`config.mk`:
```
export PLATFORM = sky130hd
export DESIGN_NAME = wb_ctrl_pipe
export DESIGN_NICKNAME = d
export VERILOG_FILES = /design/src/rtl/wb_ctrl_pipe.sv
export SDC_FILE = /design/constraint.sdc
export NUM_CORES = 1
export LEC_CHECK = 0
export BUFFER_PORTS_ARGS = -buffer_cell sky130_fd_sc_hd__buf_2
export CAP_MARGIN = 40
export CORE_ASPECT_RATIO = 0.6
export CORE_MARGIN = 4
export CORE_UTILIZATION = 41
export CTS_CLUSTER_DIAMETER = 60
export CTS_CLUSTER_SIZE = 12
export DETAILED_ROUTE_END_ITERATION = 16
export HOLD_SLACK_MARGIN = 0.02
export PLACE_DENSITY = 0.68
export SLEW_MARGIN = 20
export SYNTH_ARGS = -nofsm -noshare
export SYNTH_HDL_FRONTEND = slang
export SYNTH_SLANG_ARGS = --single-unit
```
`constraint.sdc`:
```
create_clock -name clock -period 1.8 [get_ports clock]
set_clock_uncertainty 0.2 [all_clocks]
set_input_delay 0.36 -clock clock [delete_from_list [all_inputs] [get_ports clock]]
set_output_delay 0.36 -clock clock [all_outputs]
set_load 0.05 [all_outputs]
```
`src/rtl/wb_ctrl_pipe.sv`:
```
// wb_ctrl_pipe - writeback-control pipeline.
//
// Decodes the destination register and write enable of each issued
// instruction, then delays them through STAGES registered stages so the
// register-file write lines up with the result. Every valid entry that
// writes marks its destination register pending in a scoreboard, which
// the decode stage queries for hazards.
//
// Ports:
//   clock, reset         rising-edge clock, asynchronous active-high reset
//   issue_valid          instruction presented this cycle
//   op1, op3             major opcode / ALU function fields
//   Rd_Rb, Ra_op2        register fields used to decode the destination
//   stall, flush         freeze / kill in-flight entries (flush wins)
//   src_a, src_b         decode-stage source registers for hazard query
//   write_add            register-file write address (writeback stage)
//   writeOrder           register-file write enable
//   busy                 per-register pending-write scoreboard
//   hazard_a, hazard_b   busy[src_a], busy[src_b]
//   pending_cnt          number of valid in-flight entries (registered)
module wb_ctrl_pipe #(
  parameter int REG_ADDR_W = 3,
  parameter int STAGES     = 3,
  parameter int CNT_W      = 4
) (
  input  logic                      clock,
  input  logic                      reset,
  input  logic                      issue_valid,
  input  logic [1:0]                op1,
  input  logic [3:0]                op3,
  input  logic [REG_ADDR_W-1:0]     Rd_Rb,
  input  logic [REG_ADDR_W-1:0]     Ra_op2,
  input  logic                      stall,
  input  logic                      flush,
  input  logic [REG_ADDR_W-1:0]     src_a,
  input  logic [REG_ADDR_W-1:0]     src_b,
  output logic [REG_ADDR_W-1:0]     write_add,
  output logic                      writeOrder,
  output logic [(2**REG_ADDR_W)-1:0] busy,
  output logic                      hazard_a,
  output logic                      hazard_b,
  output logic [CNT_W-1:0]          pending_cnt
);

  localparam int NUM_REGS = 2**REG_ADDR_W;
  localparam int LAST     = STAGES - 1;

  logic [STAGES-1:0]     r_v;
  logic [STAGES-1:0]     r_we;
  logic [REG_ADDR_W-1:0] r_addr [STAGES];
  logic [CNT_W-1:0]      r_cnt;

  logic                  w_dec_we;
  logic [REG_ADDR_W-1:0] w_dec_addr;
  logic [STAGES-1:0]     w_v_next;
  logic [CNT_W-1:0]      w_cnt_next;
  logic [NUM_REGS-1:0]   w_busy;

  // Instruction decode
  always_comb begin
    w_dec_we   = 1'b0;
    w_dec_addr = Rd_Rb;
    case (op1)
      2'd0: begin
        w_dec_we   = 1'b1;
        w_dec_addr = Ra_op2;
      end
      2'd1: w_dec_we = 1'b0;
      2'd2: w_dec_we = (Ra_op2 == '0);
      default: begin
        case (op3)
          4'd7, 4'd13, 4'd14, 4'd15: w_dec_we = 1'b0;
          default:                   w_dec_we = 1'b1;
        endcase
      end
    endcase
  end

  // Next valid vector; pending_cnt is computed from it so the count is
  // registered on the same edge as the stages.
  always_comb begin
    w_v_next = r_v;
    if (flush) begin
      w_v_next = '0;
    end else if (!stall) begin
      w_v_next[0] = issue_valid;
      for (int i = 1; i < STAGES; i++) begin
        w_v_next[i] = r_v[i-1];
      end
    end
  end

  always_comb begin
    w_cnt_next = '0;
    for (int i = 0; i < STAGES; i++) begin
      w_cnt_next = w_cnt_next + CNT_W'(w_v_next[i]);
    end
  end

  // Stage registers. On flush only the valid bits clear; we/addr of dead
  // entries are don't-care since every consumer qualifies them with v.
  always_ff @(posedge clock or posedge reset) begin
    if (reset) begin
      r_v   <= '0;
      r_we  <= '0;
      r_cnt <= '0;
      for (int i = 0; i < STAGES; i++) begin
        r_addr[i] <= '0;
      end
    end else begin
      r_v   <= w_v_next;
      r_cnt <= w_cnt_next;
      if (!flush && !stall) begin
        r_we[0]   <= w_dec_we;
        r_addr[0] <= w_dec_addr;
        for (int i = 1; i < STAGES; i++) begin
          r_we[i]   <= r_we[i-1];
          r_addr[i] <= r_addr[i-1];
        end
      end
    end
  end

  // Scoreboard includes the writeback stage: the register is still pending
  // until its write has actually happened.
  always_comb begin
    w_busy = '0;
    for (int i = 0; i < STAGES; i++) begin
      if (r_v[i] && r_we[i]) begin
        w_busy[r_addr[i]] = 1'b1;
      end
    end
  end

  assign busy        = w_busy;
  assign hazard_a    = w_busy[src_a];
  assign hazard_b    = w_busy[src_b];
  assign write_add   = r_addr[LAST];
  // A frozen writeback entry must write only once, on its first free cycle.
  assign writeOrder  = r_v[LAST] & r_we[LAST] & ~stall;
  assign pending_cnt = r_cnt;

endmodule
```
==> results.sh, run 1 <==
export IMPL_status="finished, violations left"
export IMPL_violations="setup timing"
export IMPL_postRouteAntennaNets=0
export IMPL_port_buffers=38
export IMPL_crit_path_max_fanout=4
export IMPL_drt_initial_drc_count=121
export IMPL_placement_rows=15
export IMPL_routedWlPerCell_um=16.66
export IMPL_dr_pass1_iters=4
export IMPL_postSynthAreaPerCell_sq_um=8.585
export IMPL_antenna_cells=0
export IMPL_ys_seq_area_frac=0.3441
export IMPL_grt_overflow=0
export IMPL_cp_required_ns=1.24
export IMPL_syn_inst=144
export IMPL_coreArea_sq_um=2872
export IMPL_cp_arrival_ns=2.01
export IMPL_grt_max_degree=15
export IMPL_min_to="r_v[1]"
export IMPL_p_leak_nw=0.9511
export IMPL_root_buffer="clkbuf_8"
export IMPL_setup_viol=10
export IMPL_clk_latency_ns=0.25
export IMPL_final_hold_viol_count=0
export IMPL_fin_crit_ns=2.571
export IMPL_viasPerCell=5.389
export IMPL_synth_distinct_cells=37
export IMPL_design_area_sq_um=2018
export IMPL_htreeDepth=1
export IMPL_worst_r2r_startpoint="r_v[1]"
export IMPL_setup_worst_path_class="flop to output port"
export IMPL_start_kind="flop"
export IMPL_place_gp_congestion=0.9004
export IMPL_ir_drop_mv=0.7081
export IMPL_hpwlAfterDp_um=3108
export IMPL_nFillCells=203
export IMPL_fin_ws_ns=-0.7709
export IMPL_rr_endpoint="pending_cnt[0]"
export IMPL_path_clk_slew_ns=0.06
export IMPL_clock_sinks=17
export IMPL_drv_slew=0
export IMPL_cts_tree="done"
export IMPL_die_area_sq_um=3987
export IMPL_start_util=0.4305
export IMPL_pwr_density_cell_nw_per_um2=705.9
export IMPL_pin_count=41
export IMPL_antenna_found_initial=0
export IMPL_track_usage=0.2115
export IMPL_min_period_over_period=1.428
export IMPL_layout_nets=235
export IMPL_dpl_worst_slack_ns=-0.5646
export IMPL_grt_pass1_vias=1309
export IMPL_final_cell_mix="buf_2, buf_4, nor2_1"
export IMPL_synth_seq_cells=17
export IMPL_critPathCaptureType="output port"
export IMPL_synth_warnings=0
export IMPL_drive_gt1_frac=0.5905
export IMPL_layout_commonest_cell="buf_2"
export IMPL_rr_worst_depth=4
export IMPL_grt_first_pass_wirelength_um=6492
export IMPL_fp_dieH_um=50.54
export IMPL_worstHoldStart="flush"
export IMPL_rsz0062_at_grt="true"
export IMPL_post_dp_cell_area_sq_um=1680
export IMPL_vias=1358
export IMPL_max_freq_mhz=389.0
export IMPL_cap_violations=0
export IMPL_r2r_slack_ns=0.22
export IMPL_die_x_um=78.89
export IMPL_drc=0
export IMPL_area_delta_synth_final_pct=63.26
export IMPL_clockBufferDepth=2
export IMPL_routed_wl_um=4199
export IMPL_hold_class="primary input to flop"
export IMPL_synth_area_sq_um=1236
export IMPL_cts_buffers=3
export IMPL_holdPathStages=2
[flip-flops by register name (all words and copies together) (netlist names)]
name and flops:
r_addr 6, r_v 3, r_we 3, write_add 3, pending_cnt 2
[synth_stat cells (all sizes together)]
library cell | count | share of area
o31ai | 2 | 0.012
fa | 1 | 0.016
nand2b | 4 | 0.020
or2 | 2 | 0.010
a2111oi | 2 | 0.014
o22ai | 4 | 0.030
or3 | 1 | 0.0051
a221oi | 2 | 0.014
nand3 | 9 | 0.040
o21ai | 5 | 0.020
a211oi | 1 | 0.010
mux2 | 7 | 0.064
nor3b | 2 | 0.012
a211o | 2 | 0.014
o32ai | 3 | 0.027
dfrtp | 17 | 0.34
inv | 15 | 0.046
nor2 | 18 | 0.057
buf | 7 | 0.038
nor3 | 10 | 0.045
conb | 1 | 0.0030
a21oi | 6 | 0.024
nor4 | 2 | 0.010
maj3 | 1 | 0.0081
nand2 | 9 | 0.027
nand3b | 3 | 0.028
mux2i | 6 | 0.049
a31oi | 2 | 0.010
[stage by stage]
stage               total power, mW  hold WS (ns)    util  cells  setup TNS (ns)
floorplan                    0.8683       0.08600       -    145         -0.3665
global placement              1.034       0.05190  0.5852    241          -1.727
detailed placement            1.050       0.04505  0.5852    241          -1.988
CTS                           1.378        0.1637  0.6545    248          -3.597
global route                  1.496        0.1759  0.7028    252          -4.678
finish                        1.425        0.1596  0.7028    252          -4.114
[metal layers]
layer | vias to the layer above | GRT usage | routed length [um]
met2 | 76 | 0.3070 | 1822
met4 | 0 | 0.02571 | 0
met1 | 640 | 0.3129 | 1959
met3 | 0 | 0.06989 | 418
met5 | - | 0 | 0
li1 | 642 | - | -
[power by group]
part           switching (mW)  leakage [nW]  internal (mW)
Sequential              0.104         0.202          0.452
Clock                   0.119        0.0228          0.157
Combinational           0.335         0.727          0.258
[cell families (layout without fill, tap and decap cells)]
| kind of cell | after synthesis | in the layout | share of synthesized area |
|---|---|---|---|
| adders and majority gates | 2 | 2 | 0.02429 |
| other | 1 | 2 | 0.003034 |
| and+or+nand+nor | 60 | 60 | 0.2551 |
| muxes | 13 | 13 | 0.1123 |
| AOI/OAI and AO/OA | 29 | 29 | 0.1771 |
| buffers and inverters | 22 | 87 | 0.08401 |
| DFF | 17 | 17 | 0.3441 |
[worst max-delay path, stage by stage, from the launching register on]
cell,delay (ns)
dfrtp_1,0.42
nand3b_1,0.15
buf_6,0.14
nor3b_2,0.05
nor3_1,0.23
buf_4,0.18
o32ai_1,0.08
a211o_2,0.35
buf_8,0.16
[worst max-delay path by stage]
stage / slack (ns) / start / to / cells past startpoint
6_report: -0.77 / r_addr[8] / hazard_a / 8
2_1_floorplan: -0.18 / write_add[0] / hazard_a / 5
5_1_grt: -0.81 / r_we[0] / hazard_a / 8
3_5_place_dp: -0.56 / r_v[1] / hazard_b / 6
4_1_cts: -0.61 / r_addr[8] / hazard_a / 6
3_3_place_gp: -0.46 / r_we[1] / hazard_a / 6
[cell type report]
class,count,area [sq um],share of cell area
Timing Repair Buffer,68,514.2,0.2548
Multi-Input combinational cell,106,914.6,0.4532
Sequential cell,17,432.9,0.2145
Tap cell,42,52.55,0.02604
Inverter,15,58.81,0.02914
Clock buffer,4,45.04,0.02232
[timing repair]
item | CTS | global route
setup buffers | 2 | 4
hold buffers | 1 | 0
endpoints found under the hold margin | 3 | 0
endpoints found under the setup margin | 10 | 10
gates resized for setup | 35 | 30
pin swaps | 11 | 9
Power figures use the tool's default switching activity.
==> inputs of run 2 (changes only) <==
--- a/config.mk
+++ b/config.mk
@@ -14,8 +14,8 @@
 export CTS_CLUSTER_SIZE = 12
 export DETAILED_ROUTE_END_ITERATION = 16
 export HOLD_SLACK_MARGIN = 0.02
-export PLACE_DENSITY = 0.68
-export SLEW_MARGIN = 20
+export PLACE_DENSITY = 0.65
+export REMOVE_ABC_BUFFERS = 1
 export SYNTH_ARGS = -nofsm -noshare
 export SYNTH_HDL_FRONTEND = slang
 export SYNTH_SLANG_ARGS = --single-unit
==> constraint.sdc (replaced) <==
create_clock -name clock -period 2.6 [get_ports clock]
set_clock_uncertainty 0.2 [all_clocks]
set_input_delay 0.52 -clock clock [delete_from_list [all_inputs] [get_ports clock]]
set_output_delay 0.52 -clock clock [all_outputs]
set_load 0.05 [all_outputs]
==> run 2 against run 1 <==
Net effect:
- the run still ends with setup timing left
- die area is the same
- count of clock-buffer cells in the layout fell by 1
- sequential cell count unchanged
- via count shrank 13%
- critical path depth is 2 lower
- wire length decreased by 21%
- largest cell class unchanged
- largest power group is now registers
- highest routed layer is now met4
==> results.sh, run 2 (synthesis gave the netlist of run 1 again) <==
export IMPL_power_total_mw=0.8640
export IMPL_placement_rows=15
export IMPL_design_area_sq_um=1554
export IMPL_final_cell_mix="buf_2, nor2_1, inv_1"
export IMPL_grt_pass1_vias=1121
export IMPL_die_x_um=78.89
export IMPL_critPathCaptureType="output port"
export IMPL_min_period_over_period=1.005
export IMPL_antenna_found_initial=0
export IMPL_path_clk_slew_ns=0.07
export IMPL_port_buffers=38
export IMPL_layout_commonest_cell="buf_2"
export IMPL_grt_max_degree=18
export IMPL_fin_ws_ns=-0.01420
export IMPL_fp_dieH_um=50.54
export IMPL_place_gp_congestion=0.9221
export IMPL_cts_buffers=3
export IMPL_final_cells=223
export IMPL_clockBufferDepth=2
export IMPL_post_cts_setup_buffers=0
export IMPL_nFillCells=258
export IMPL_root_buffer="clkbuf_8"
export IMPL_placed_cells=219
export IMPL_fin_crit_ns=2.614
export IMPL_rsz0062_at_grt="true"
export IMPL_tightest_slew_ns=0.6619
export IMPL_top_register="r_addr"
export IMPL_die_area_sq_um=3987
export IMPL_drt_initial_drc_count=91
export IMPL_start_util=0.4305
export IMPL_largest_reg_flops=6
export IMPL_cap_violations=0
export IMPL_setup_worst_path_class="flop to output port"
export IMPL_final_hold_viol_count=0
export IMPL_p_leak_nw=0.7558
export IMPL_antenna_cells=0
export IMPL_vias=1185
export IMPL_hpwlAfterDp_um=2507
export IMPL_max_freq_mhz=382.5
export IMPL_status="finished, violations left"
export IMPL_drv_slew=0
export IMPL_start_kind="flop"
export IMPL_layout_nets=206
export IMPL_postRouteAntennaNets=0
export IMPL_coreArea_sq_um=2872
export IMPL_clock_sinks=17
export IMPL_violations="setup timing"
export IMPL_cts_hold_fix_buffers=0
export IMPL_grt_first_pass_wirelength_um=5444
export IMPL_pin_count=41
export IMPL_post_dp_cell_area_sq_um=1443
export IMPL_pwr_density_cell_nw_per_um2=556.0
export IMPL_cp_required_ns=1.88
export IMPL_area_delta_synth_final_pct=25.71
export IMPL_hold_class="primary input to asynchronous set/reset pin"
export IMPL_drive_gt1_frac=0.4033
export IMPL_cts_tree="done"
export IMPL_drc=0
export IMPL_slew_headroom=0.5583
export IMPL_crit_path_max_fanout=5
export IMPL_viasPerCell=5.314
export IMPL_clk_latency_ns=0.26
export IMPL_dr_pass1_iters=4
export IMPL_hold_slack_ns=0.1428
export IMPL_htreeDepth=1
export IMPL_grt_overflow=0
export IMPL_cp_arrival_ns=1.89
export IMPL_routedWlPerCell_um=14.79
export IMPL_track_usage=0.1785
export IMPL_ir_drop_mv=0.3378
export IMPL_setup_viol=2
export IMPL_routed_wl_um=3298
run 2: path summary, 6_finish.rpt:
path / cells after the start / start / slack [ns] / endpoint
setup / recovery: 6 / r_v[1] / -0.01 / hazard_a
max in group asynchronous: 2 / reset / 1.60 / write_add[2]
setup reg to reg: 3 / r_v[1] / 1.11 / pending_cnt[0]
min in group clock: 2 / flush / 0.30 / r_v[2]
hold reg to reg: 1 / r_addr[3] / 0.35 / write_add[0]
hold / removal: 2 / reset / 0.14 / r_addr[7]
run 2: power by group:
| part | internal, mW | leakage (nW) | switching (mW) |
|---|---|---|---|
| registers | 0.313 | 0.201 | 0.0701 |
| logic | 0.0963 | 0.533 | 0.174 |
| clock network | 0.108 | 0.0217 | 0.103 |
run 2: critical path, stage by stage (launching register included):
cell	delay (ns)
dfrtp_1	0.43
inv_1	0.16
nor3_2	0.08
a211oi_2	0.34
a221oi_1	0.15
a211o_1	0.32
buf_6	0.16
run 2: metrics by stage:
| stage | util | worst slack (ns) | setup TNS (ns) |
|---|---|---|---|
| after floorplan | - | -0.01422 | -0.02844 |
| after global placement | 0.5024 | 0.09781 | 0 |
| after detailed placement | 0.5024 | 0.1693 | 0 |
| after CTS | 0.5329 | 0.01613 | 0 |
| after global routing | 0.5412 | -0.1169 | -0.2281 |
| final | 0.5412 | -0.01420 | -0.01821 |
run 2: what timing repair did:
action	4_1_cts	5_1_grt
pin swaps	3	0
endpoints found under the setup margin	2	2
gates resized for setup	14	7
gates cloned	0	0
run 2: final cells by class:
class | instances | area, sq um | share of cell area
clock inverters | 1 | 7.507 | 0.004831
multi-input cells | 106 | 752.0 | 0.4839
inverters | 15 | 56.30 | 0.03623
repair buffers | 39 | 210.2 | 0.1353
well taps | 42 | 52.55 | 0.03382
clock buffers | 3 | 41.29 | 0.02657
flip-flops and latches | 17 | 434.2 | 0.2794
run 2: layer usage:
| layer | track usage | vias to the layer above | routed length [um] | part of all wire |
|---|---|---|---|---|
| met1 | 0.2478 | 547 | 1586 | 0.48 |
| met2 | 0.2592 | 53 | 1413 | 0.43 |
| met4 | 0.04571 | 0 | 6 | 0.0018 |
| li1 | - | 583 | - | - |
| met3 | 0.06989 | 2 | 292 | 0.089 |
| met5 | 0 | - | 0 | 0 |
==> inputs of run 3 (changes only) <==
--- a/config.mk
+++ b/config.mk
@@ -6,7 +6,6 @@
 export NUM_CORES = 1
 export LEC_CHECK = 0
 export BUFFER_PORTS_ARGS = -buffer_cell sky130_fd_sc_hd__buf_2
-export CAP_MARGIN = 40
 export CORE_ASPECT_RATIO = 0.6
 export CORE_MARGIN = 4
 export CORE_UTILIZATION = 41
@@ -14,7 +13,7 @@
 export CTS_CLUSTER_SIZE = 12
 export DETAILED_ROUTE_END_ITERATION = 16
 export HOLD_SLACK_MARGIN = 0.02
-export PLACE_DENSITY = 0.65
+export PLACE_DENSITY = 0.67
 export REMOVE_ABC_BUFFERS = 1
 export SYNTH_ARGS = -nofsm -noshare
 export SYNTH_HDL_FRONTEND = slang
==> run 3 against run 2 <==
Net effect:
- the run still ends with setup timing left
- final area increased by 1.3%
- first-iteration DRC count up 4.4%
- global-route usage is 0.44 points lower
- maximum frequency down 0.32%
- highest routed layer unchanged
==> results.sh, run 3 (synthesis gave the netlist of run 1 again) <==
export IMPL_rsz0062_at_grt="true"
export IMPL_grt_overflow=0
export IMPL_largest_reg_flops=6
export IMPL_post_dp_cell_area_sq_um=1443
export IMPL_coreArea_sq_um=2872
export IMPL_r2r_slack_ns=1.12
export IMPL_cap_violations=0
export IMPL_viasPerCell=5.580
export IMPL_drc=0
export IMPL_fp_dieH_um=50.54
export IMPL_top_register="r_addr"
export IMPL_cp_slowest_cell="dfrtp_1"
export IMPL_htreeDepth=1
export IMPL_clockBufferDepth=2
export IMPL_fin_ws_ns=-0.02250
export IMPL_grt_pass1_vias=1124
export IMPL_postRouteAntennaNets=0
export IMPL_antenna_cells=0
export IMPL_cts_tree="done"
export IMPL_setup_tns_ns=-0.03441
export IMPL_die_area_sq_um=3987
export IMPL_critPathMaxStageDelay_ns=0.42
export IMPL_startpoint="r_addr[8]"
export IMPL_routed_wl_um=3389
export IMPL_layout_nets=207
export IMPL_root_buffer="clkbuf_8"
export IMPL_violations="setup timing"
export IMPL_start_kind="flop"
export IMPL_path_clk_slew_ns=0.06
export IMPL_crit_end="hazard_a"
export IMPL_cp_cell_sequence="nand3b_1 -> o22ai_1 -> o31ai_1 -> a31oi_1 -> a211o_1 -> buf_6"
export IMPL_drive_gt1_frac=0.4066
export IMPL_pwr_density_cell_nw_per_um2=543.9
export IMPL_antenna_found_initial=0
export IMPL_worst_r2r_startpoint="r_v[1]"
export IMPL_place_gp_congestion=0.9025
export IMPL_pin_count=41
export IMPL_p_leak_nw=0.7773
export IMPL_track_usage=0.1741
export IMPL_cp_required_ns=1.88
export IMPL_power_total_mw=0.8561
export IMPL_fin_crit_ns=2.623
export IMPL_port_buffers=38
export IMPL_cts_buffers=3
export IMPL_grt_max_degree=18
export IMPL_cts_hold_fix_buffers=0
export IMPL_nFillCells=267
export IMPL_rr_worst_depth=3
export IMPL_ir_drop_mv=0.3730
export IMPL_die_x_um=78.89
export IMPL_final_hold_viol_count=0
export IMPL_crit_path_max_fanout=4
export IMPL_clk_latency_ns=0.25
export IMPL_grt_first_pass_wirelength_um=5437
export IMPL_dpl_worst_slack_ns=0.1143
export IMPL_hold_class="primary input to asynchronous set/reset pin"
export IMPL_hpwlAfterDp_um=2581
export IMPL_tightest_slew_ns=0.6360
export IMPL_clock_sinks=17
export IMPL_slew_headroom=0.5755
export IMPL_start_util=0.4305
export IMPL_max_freq_mhz=381.3
export IMPL_status="finished, violations left"
export IMPL_setup_worst_path_class="flop to output port"
export IMPL_cp_arrival_ns=1.90
export IMPL_layout_commonest_cell="buf_2"
export IMPL_routedWlPerCell_um=15.13
export IMPL_setup_viol=2
export IMPL_drv_slew=0
export IMPL_area_delta_synth_final_pct=27.33
export IMPL_final_cell_mix="buf_2, nor2_1, inv_1"
export IMPL_rr_endpoint="pending_cnt[0]"
export IMPL_design_area_sq_um=1574
export IMPL_vias=1250
export IMPL_critPathCaptureType="output port"
export IMPL_min_period_over_period=1.009
export IMPL_placement_rows=15
export IMPL_drt_initial_drc_count=95
export IMPL_dr_pass1_iters=5
## run 3: power breakdown
part           leakage [nW]  total (mW)  switching [mW]  internal, mW
Sequential            0.202       0.386          0.0740         0.312
Combinational         0.553       0.278           0.178         0.100
Clock                0.0228       0.192          0.0833         0.109
## run 3: per-layer routing
metal	GRT usage	share of wire
met1	0.2531	0.44
met2	0.2563	0.45
met3	0.05914	0.10
met4	0.02286	0.0038
met5	0	0
## run 3: layout make-up
cell class / count / area [sq um] / share of cell area
Clock buffer: 4 / 45.04 / 0.02862
Inverter: 15 / 56.30 / 0.03577
Multi-Input combinational cell: 106 / 769.5 / 0.4889
Sequential cell: 17 / 432.9 / 0.2750
Tap cell: 42 / 52.55 / 0.03339
Timing Repair Buffer: 40 / 217.7 / 0.1383
## run 3: repair_timing
action	CTS	global route
gates resized for setup	15	8
pin swaps	3	1
setup endpoints to repair	2	2
hold endpoints to repair	0	0
setup buffers	1	0
## run 3: worst min path at each step
stage,from,end,slack [ns],cells past startpoint
2_1_floorplan,reset,pending_cnt[0],0.25,1
3_3_place_gp,r_addr[3],r_addr[3],0.33,1
3_5_place_dp,r_addr[8],r_addr[5],0.35,2
4_1_cts,reset,r_addr[8],0.16,2
5_1_grt,reset,r_v[1],0.21,2
6_report,reset,r_v[1],0.15,2
## run 3: metrics by stage
stage,hold slack [ns],cells,utilization
after floorplan,0.2461,138,-
after global placement,0.3278,219,0.5024
after detailed placement,0.3480,219,0.5024
after CTS,0.1611,224,0.5394
after global routing,0.2086,224,0.5481
final,0.1453,224,0.5481
## run 3: worst max-delay path: cells and delay by family, from the launching register on
kind	cells	cell delay (ns)
flops	1	0.42
buf+inv	1	0.16
compound gates	4	0.83
simple gates	1	0.25
